## src/rtl/muldiv_sequencer.sv

```systemverilog
// Iterative multiply/divide unit that owns the HI/LO register pair.
// MULT/MULTU use a shift-add loop and DIV/DIVU use a restoring loop.
// Both produce one bit per cycle and hold the pipeline through busy.
// MTHI/MTLO writes are accepted only while the unit is idle.
//
// Optional feature: define MULDIV_EARLY_OUT_EN to let multiplies leave RUN
// as soon as the remaining multiplier bits are zero.
//
// Ports:
//   i_clk, i_rst       clock (rising edge), asynchronous active-high reset
//   i_start            launch an operation (sampled in IDLE only)
//   i_op               00 MULT, 01 MULTU, 10 DIV, 11 DIVU
//   i_op1, i_op2       multiplicand/dividend, multiplier/divisor
//   i_mthi, i_mtlo     write i_wdata into HI / LO
//   i_wdata            MTHI/MTLO data
//   o_busy             operation in progress (stall request)
//   o_done             one-cycle pulse after HI/LO are updated by an operation
//   o_dz               divide-by-zero flag, valid with o_done
//   o_hi, o_lo         HI and LO registers
module muldiv_sequencer #(
  parameter int unsigned DATA_W = 32,
  parameter int unsigned CNT_W  = 6
) (
  input  logic              i_clk,
  input  logic              i_rst,
  input  logic              i_start,
  input  logic [1:0]        i_op,
  input  logic [DATA_W-1:0] i_op1,
  input  logic [DATA_W-1:0] i_op2,
  input  logic              i_mthi,
  input  logic              i_mtlo,
  input  logic [DATA_W-1:0] i_wdata,
  output logic              o_busy,
  output logic              o_done,
  output logic              o_dz,
  output logic [DATA_W-1:0] o_hi,
  output logic [DATA_W-1:0] o_lo
);

  localparam int unsigned PROD_W = 2 * DATA_W;

  typedef enum logic [1:0] {IDLE, PREP, RUN, FIX} state_t;

  state_t              state;
  logic [1:0]          op_q;
  logic [DATA_W-1:0]   op1_q;
  logic [DATA_W-1:0]   op2_q;
  logic                neg_q;    // product / quotient sign
  logic                neg_r;    // remainder sign
  logic                dz_q;
  logic [PROD_W-1:0]   mcand;    // multiplicand, shifted left each step
  logic [DATA_W-1:0]   mplier;   // multiplier (shifted right) or divisor (static)
  logic [PROD_W-1:0]   prod;
  logic [DATA_W-1:0]   rem;
  logic [DATA_W-1:0]   quo;      // dividend shifts out as quotient bits shift in
  logic [CNT_W-1:0]    cnt;

  logic                signed_op;
  logic                is_div;
  logic                sign1;
  logic                sign2;
  logic [DATA_W-1:0]   mag1;
  logic [DATA_W-1:0]   mag2;
  logic [PROD_W-1:0]   prod_add;
  logic [DATA_W:0]     rem_sh;
  logic [DATA_W:0]     diff;
  logic                last;
  logic                early;
  logic [PROD_W-1:0]   prod_fix;
  logic [DATA_W-1:0]   quo_fix;
  logic [DATA_W-1:0]   rem_fix;

  // Operand magnitudes, per-step datapath and sign-corrected results
  always_comb begin
    signed_op = ~op_q[0];
    is_div    = op_q[1];
    sign1     = signed_op & op1_q[DATA_W-1];
    sign2     = signed_op & op2_q[DATA_W-1];
    mag1      = sign1 ? -op1_q : op1_q;
    mag2      = sign2 ? -op2_q : op2_q;
    prod_add  = prod + (mplier[0] ? mcand : {PROD_W{1'b0}});
    // Working remainder is DATA_W+1 bits so the trial subtract's borrow is visible
    rem_sh    = {rem, quo[DATA_W-1]};
    diff      = rem_sh - {1'b0, mplier};
    last      = (cnt == CNT_W'(DATA_W - 1));
`ifdef MULDIV_EARLY_OUT_EN
    early     = ~is_div && ((mplier >> 1) == {DATA_W{1'b0}});
`else
    early     = 1'b0;
`endif
    prod_fix  = neg_q ? -prod : prod;
    quo_fix   = neg_q ? -quo : quo;
    rem_fix   = neg_r ? -rem : rem;
  end

  // Sequencer with registered outputs
  always_ff @(posedge i_clk or posedge i_rst) begin
    if (i_rst) begin
      state  <= IDLE;
      op_q   <= 2'b00;
      op1_q  <= '0;
      op2_q  <= '0;
      neg_q  <= 1'b0;
      neg_r  <= 1'b0;
      dz_q   <= 1'b0;
      mcand  <= '0;
      mplier <= '0;
      prod   <= '0;
      rem    <= '0;
      quo    <= '0;
      cnt    <= '0;
      o_busy <= 1'b0;
      o_done <= 1'b0;
      o_dz   <= 1'b0;
      o_hi   <= '0;
      o_lo   <= '0;
    end else begin
      o_done <= 1'b0;
      o_dz   <= 1'b0;
      case (state)
        IDLE: begin
          // A start wins over a same-cycle MTHI/MTLO
          if (i_start) begin
            op_q   <= i_op;
            op1_q  <= i_op1;
            op2_q  <= i_op2;
            o_busy <= 1'b1;
            state  <= PREP;
          end else begin
            if (i_mthi) o_hi <= i_wdata;
            if (i_mtlo) o_lo <= i_wdata;
          end
        end
        PREP: begin
          neg_q  <= sign1 ^ sign2;
          neg_r  <= sign1;
          mcand  <= {{DATA_W{1'b0}}, mag1};
          mplier <= mag2;
          prod   <= '0;
          rem    <= '0;
          quo    <= mag1;
          cnt    <= '0;
          if (is_div && (op2_q == {DATA_W{1'b0}})) begin
            dz_q  <= 1'b1;
            state <= FIX;
          end else begin
            dz_q  <= 1'b0;
            state <= RUN;
          end
        end
        RUN: begin
          if (is_div) begin
            // Restoring step: keep the difference only if it did not borrow
            if (!diff[DATA_W]) begin
              rem <= diff[DATA_W-1:0];
              quo <= {quo[DATA_W-2:0], 1'b1};
            end else begin
              rem <= rem_sh[DATA_W-1:0];
              quo <= {quo[DATA_W-2:0], 1'b0};
            end
          end else begin
            prod   <= prod_add;
            mcand  <= mcand << 1;
            mplier <= mplier >> 1;
          end
          cnt <= cnt + CNT_W'(1);
          if (last || early) state <= FIX;
        end
        FIX: begin
          if (dz_q) begin
            o_hi <= op1_q;
            o_lo <= {DATA_W{1'b1}};
          end else if (is_div) begin
            o_hi <= rem_fix;
            o_lo <= quo_fix;
          end else begin
            o_hi <= prod_fix[PROD_W-1:DATA_W];
            o_lo <= prod_fix[DATA_W-1:0];
          end
          o_dz   <= dz_q;
          o_done <= 1'b1;
          o_busy <= 1'b0;
          state  <= IDLE;
        end
        default: state <= IDLE;
      endcase
    end
  end

endmodule

```

## config.mk

```make
export PLATFORM = sky130hd
export DESIGN_NAME = muldiv_sequencer
export DESIGN_NICKNAME = d
export VERILOG_FILES = /design/src/rtl/muldiv_sequencer.sv
export SDC_FILE = /design/constraint.sdc
export NUM_CORES = 1
export LEC_CHECK = 0
export CORE_MARGIN = 2
export CORE_UTILIZATION = 60
export CTS_CLUSTER_SIZE = 16
export DETAILED_ROUTE_END_ITERATION = 10
export PLACE_DENSITY = 0.81
export SKIP_LAST_GASP = 1
export SYNTH_ARGS = -nofsm -noshare
export SYNTH_HDL_FRONTEND = slang
export SYNTH_SLANG_ARGS = --single-unit
```

## constraint.sdc

```tcl
create_clock -name i_clk -period 15.8 [get_ports i_clk]
set_input_delay 3.16 -clock i_clk [delete_from_list [all_inputs] [get_ports i_clk]]
set_output_delay 3.16 -clock i_clk [all_outputs]
set_load 0.005 [all_outputs]
```

[After elaboration in Yosys (flattened, before gate mapping)]
Index checks and enable logic that the tools add are counted.
Word-level totals
  register bits after elaboration: 368
  output and inout port bits: 67
  input bits: 103
  logic and storage cells: 91
Cells by class
  add/subtract/negate cells: 8
  bitwise operators: 4
  equality and inequality tests: 11
  reductions and logical operators: 12
  multiplexer cells: 38
Operators by type and width (count)
  32-bit 2-to-1 mux: 16
  32-bit one-hot mux with 2 select lines: 5
  64-bit 2-to-1 mux: 4
  64-bit one-hot mux with 2 select lines: 2
  32-bit negation: 4
  64-bit adder: 1
  64-bit negation: 1
  33-bit by 32-bit subtractor with 33-bit output: 1
  32-bit logical NOT: 1
  2-bit inequality test, second input constant: 7
  6-bit one-hot mux with 2 select lines: 1
  2-bit AND reduction: 5
  2-bit one-hot mux with 4 select lines: 1
  6-bit by 1-bit adder with 6-bit output, second input constant: 1
  6-bit by 5-bit equality test with 1-bit output, second input constant: 1
  1-bit 2-to-1 mux: 6
  3-bit AND reduction: 2
  2-bit equality test, second input constant: 2
  2-bit 2-to-1 mux: 2
  2-bit nonzero test: 2
  1-bit bitwise AND: 2
  2-bit by 1-bit equality test with 1-bit output, second input constant: 1
  2-bit logical NOT: 1
  1-bit one-hot mux with 2 select lines: 1
  other kinds (3): 3

[Logic depth before layout (Yosys ltp)]
  depth in word-level cells: 5
  gate-level depth with buffers: 16
  mapped depth without buffers: 15

[Least setup slack after synthesis]
No wires, ideal clock.
  path kind: input port to flip-flop
  from: input port i_start
  to: register op1_q[0]
  library setup time: 0.125 ns
  slack: 11.405 ns
  stages on the path: 4
  path buffers: 2
  arrival time: 4.270 ns
  data required time: 15.675 ns
  path through: nand2_1 clkbuf_1 clkbuf_1 mux2_2
On the way
  longest elaborated chain between the ends: 1
RTL lines
  start: declaration: RTL line 26  | input logic i_start,
  2-bit AND reduction (no line)
  end signal: assignment: RTL line 125  | op1_q <= i_op1;
  end: declaration: RTL line 46  | logic [DATA_W-1:0] op1_q;
No other way between the ends.
A chain may end at the register's enable or synchronous reset.

[Worst setup path in the final report]
  from: register mplier[0]
  to: register rem[12]
On the way
  longest elaborated chain between the ends: 4
RTL lines
  start: declaration: RTL line 52  | logic [DATA_W-1:0] mplier;
  start signal: assignment: RTL line 138  | mplier <= mag2;
  start signal: assignment: RTL line 164  | mplier <= mplier >> 1;
  33-bit by 32-bit subtractor with 33-bit output: RTL line 84  | diff = rem_sh - {1'b0, mplier};
  32-bit 2-to-1 mux: RTL line 154  | if (!diff[DATA_W]) begin
  32-bit 2-to-1 mux: RTL line 152  | if (is_div) begin
  32-bit one-hot mux with 2 select lines: RTL line 120  | case (state)
  end signal: assignment: RTL line 155  | rem <= diff[DATA_W-1:0];
  end signal: assignment: RTL line 158  | rem <= rem_sh[DATA_W-1:0];
  end: declaration: RTL line 54  | logic [DATA_W-1:0] rem;
No other way between the ends. The select of a mux whose other input is x is not followed.

==> flow_summary.toml <==
[yosys]
seq_area_frac_synth_pct = 36.3
synth-edff-count = 0
yosysMostFrequentCell = "nand2_1"
synthArstFlopShare_pct = 100
syn_nets = 3229
netlist.area_leader.share_pct = 36.3
synth.area.top_cells = "dfrtp_1 (36%), o21ai_0 (5.8%), nand2_1 (5.7%)"
synth.cell_area_sq_um = 25400
synthTopCellsByCount = "nand2_1 (386), dfrtp_1 (368), o21ai_0 (295)"
yosysWarnings = 0
netlist_instances = 3019
yosysTopAreaCell = "dfrtp_1"
synth_area_per_cell_sq_um = 8.41
yosysUniqueCellTypes = 74
ys_ff_latch = 368
ys.flop_type = "dfrtp_1"

[sta]
relSlewSlack_pct = 16.1
max_freq_ghz = 0.198
layout_min_cycle_time_ns = 5.06
finalMaxSlewViolations = 0
finalCritPeriodShare_pct = 32.0
tightest_slew_ns = 1.26
skew_ns = 0.0275
finalWorstSetupSlack_ns = 10.74
tns_ns = 0
rsz0062_at_grt = "no"
finalHoldViolations = 0
setup_viol = 0
hold_ws_ns = 0.478

[die]
die_area_sq_um = 44000
start_util_pct = 60.7
die_y_microns = 210
row_count = 75
core_sq_um = 41900
io_pins = 170
die_w_microns = 210

[layout]
diodes = 0
area_growth_pct = 13.4
design_area_sq_um = 28800
n_fill_cell = 3313
drive_gt1_share_pct = 6.30
nets = 3275

[setup_path]
cp_data_arrival_time_ns = 5.48
rrSetupSlack_ns = 10.74
endpoint_kind = "register"
cp_max_fo = 36
cp-start-kind = "register"
critPathKind = "register to register"
reg2reg_from = "mplier[0]$_DFFE_PP0P_"
reg2regPathDepth = 15
cp.required_ns = 16.22
r2r-end = "rem[12]$_DFFE_PP0P_"

[route]
routed_wl_microns = 77500
first_pass_iters = 6
drc = 0
num_vias = 23800
drt_iter0_drc = 2621
wl_per_cell_microns = 21.3
drt-vias-per-instance = 6.54
ant_nets = 0

[worst_hold_path]
hold_class = "register to register"
whs_endpoint = "o_lo[7]$_DFFE_PP0P_"
whs_path_depth = 2
min-delay-start = "o_lo[7]$_DFFE_PP0P_"

[clock_network]
clkSinkCount = 368
cts_inserted_buffers = 42
cts_resized = 0
cts_root_buffer = "clkbuf_16"
clk_pin_slew_ns = 0.06
clock_latency_ns = 0.59
h-tree-depth = 2
clockBufferDepth = 3
cts_tree = "yes"
cts_hold_buf = 0
post_cts_buffers = 0

[grt]
grt-ovfl-total = 0
grt_pass1_wl_microns = 124000
antenna_found_initial = 1
grt_use_total_pct = 35.4
grt_pass1_vias = 22900
grt_max_degree = 182

[outcome]
status = "finished clean"

[placement]
postPlaceCellArea_sq_um = 27300
io_buffer_count = 169
gp_congestion = 1.03
dp_slack_ns = 10.41
hpwl_microns = 56100

[job]
maxCapViolations = 0

[pwr]
p_total_mw = 5.87
leakagePower_nw = 12.3
ir_worst_vdd_mv = 0.151
power_density_nw_per_um2 = 204
area by class of cell:
| type | instances | area, sq um | share of cell area [%] |
|---|---|---|---|
| flip-flops and latches | 368 | 9210 | 32.0 |
| well taps | 539 | 674 | 2.34 |
| clock inverters | 23 | 339 | 1.18 |
| repair buffers | 189 | 1850 | 6.44 |
| multi-input cells | 2374 | 15200 | 52.8 |
| clock buffers | 53 | 1180 | 4.11 |
| inverters | 90 | 345 | 1.20 |
power by group:
part	internal, mW	switching (mW)	leakage, nW
Sequential	1.30	0.435	4.59
Clock	0.662	0.427	0.738
Combinational	1.19	1.86	7.00
worst max-delay path: stages, from the launching register on:
cell      delay, ns
dfrtp_1        0.70
ha_1           0.36
inv_1          0.08
fa_1           0.40
a21oi_1        0.25
o211ai_1       0.22
a211oi_1       0.53
o211a_1        0.30
nor4_1         0.08
nor4_1         0.38
o21ai_0        0.18
a21oi_1        0.39
xnor2_4        0.15
buf_4          0.49
mux2i_1        0.27
o21ai_0        0.11
worst max path at each step:
| stage | cells past startpoint | slack [ns] | to | from |
|---|---|---|---|---|
| 3_5_place_dp | 7 | 10.41 | o_hi[30]$_DFFE_PP0P_ | i_start |
| 5_1_grt | 15 | 10.37 | rem[1]$_DFFE_PP0P_ | mplier[0]$_DFFE_PP0P_ |
| 4_1_cts | 15 | 10.80 | rem[12]$_DFFE_PP0P_ | mplier[0]$_DFFE_PP0P_ |
| 3_3_place_gp | 3 | 10.46 | prod[38]$_DFFE_PP0P_ | i_rst |
| 2_1_floorplan | 1 | 2.42 | cnt[0]$_DFFE_PP0P_ | i_rst |
| 6_report | 15 | 10.74 | rem[12]$_DFFE_PP0P_ | mplier[0]$_DFFE_PP0P_ |
layer usage:
layer	wire [microns]	track usage, %	share of wire (%)	up-vias
li1	-	-	-	10900
met1	30500	44.5	39	11500
met2	36000	57.1	46	1117
met3	5870	6.22	7.6	293
met4	5240	21.8	6.8	2
met5	10	0	0.013	-
logic make-up (layout without fill, tap and decap cells):
logic type / count (synthesis) / count (layout) / synth area share (%)
flip-flops: 368 / 368 / 36.3
XOR/XNOR: 261 / 261 / 9.03
adder cells (fa/ha/maj): 107 / 107 / 5.33
buffers and inverters: 277 / 355 / 4.14
AND/OR/NAND/NOR: 941 / 941 / 17.4
AO/OA/AOI/OAI: 958 / 958 / 23.3
multiplexers: 107 / 107 / 4.61
placed cells by master, fill, tap and decap left out, types with 36 or more instances in the layout:
cell type | netlist | final
o21ai_0 | 295 | 295
nand3_1 | 46 | 46
clkbuf_16 | 0 | 43
inv_1 | 90 | 89
ha_1 | 105 | 104
xor2_1 | 118 | 118
and2_1 | 71 | 71
dfrtp_1 | 368 | 366
a21o_1 | 57 | 56
clkdlybuf4s50_1 | 0 | 169
xnor2_1 | 142 | 142
a31oi_1 | 51 | 51
mux2i_1 | 37 | 37
o22ai_1 | 78 | 78
o31ai_1 | 57 | 57
nor2_1 | 220 | 218
nand2_1 | 386 | 385
mux2_2 | 69 | 69
a21oi_1 | 217 | 217
a22o_1 | 36 | 36
sequential cells by signal (all words and copies together), names as in the netlist:
signal  flops
neg_r       1
o_dz        1
prod       64
op2_q      32
quo        32
o_hi       32
mplier     32
op1_q      32
o_lo       32
dz_q        1
op_q        2
mcand      64
rem        32
neg_q       1
o_busy      1
o_done      1
cnt         6
state       2
metrics by stage:
step | std cells | util (%)
global route | 3636 | 68.8
detailed placement | 3560 | 65.2
global placement | 3560 | 65.2
CTS | 3636 | 68.8
floorplan | 3019 | -
finish | 3636 | 68.8
Note: power is estimated with default switching activity, not from simulation.
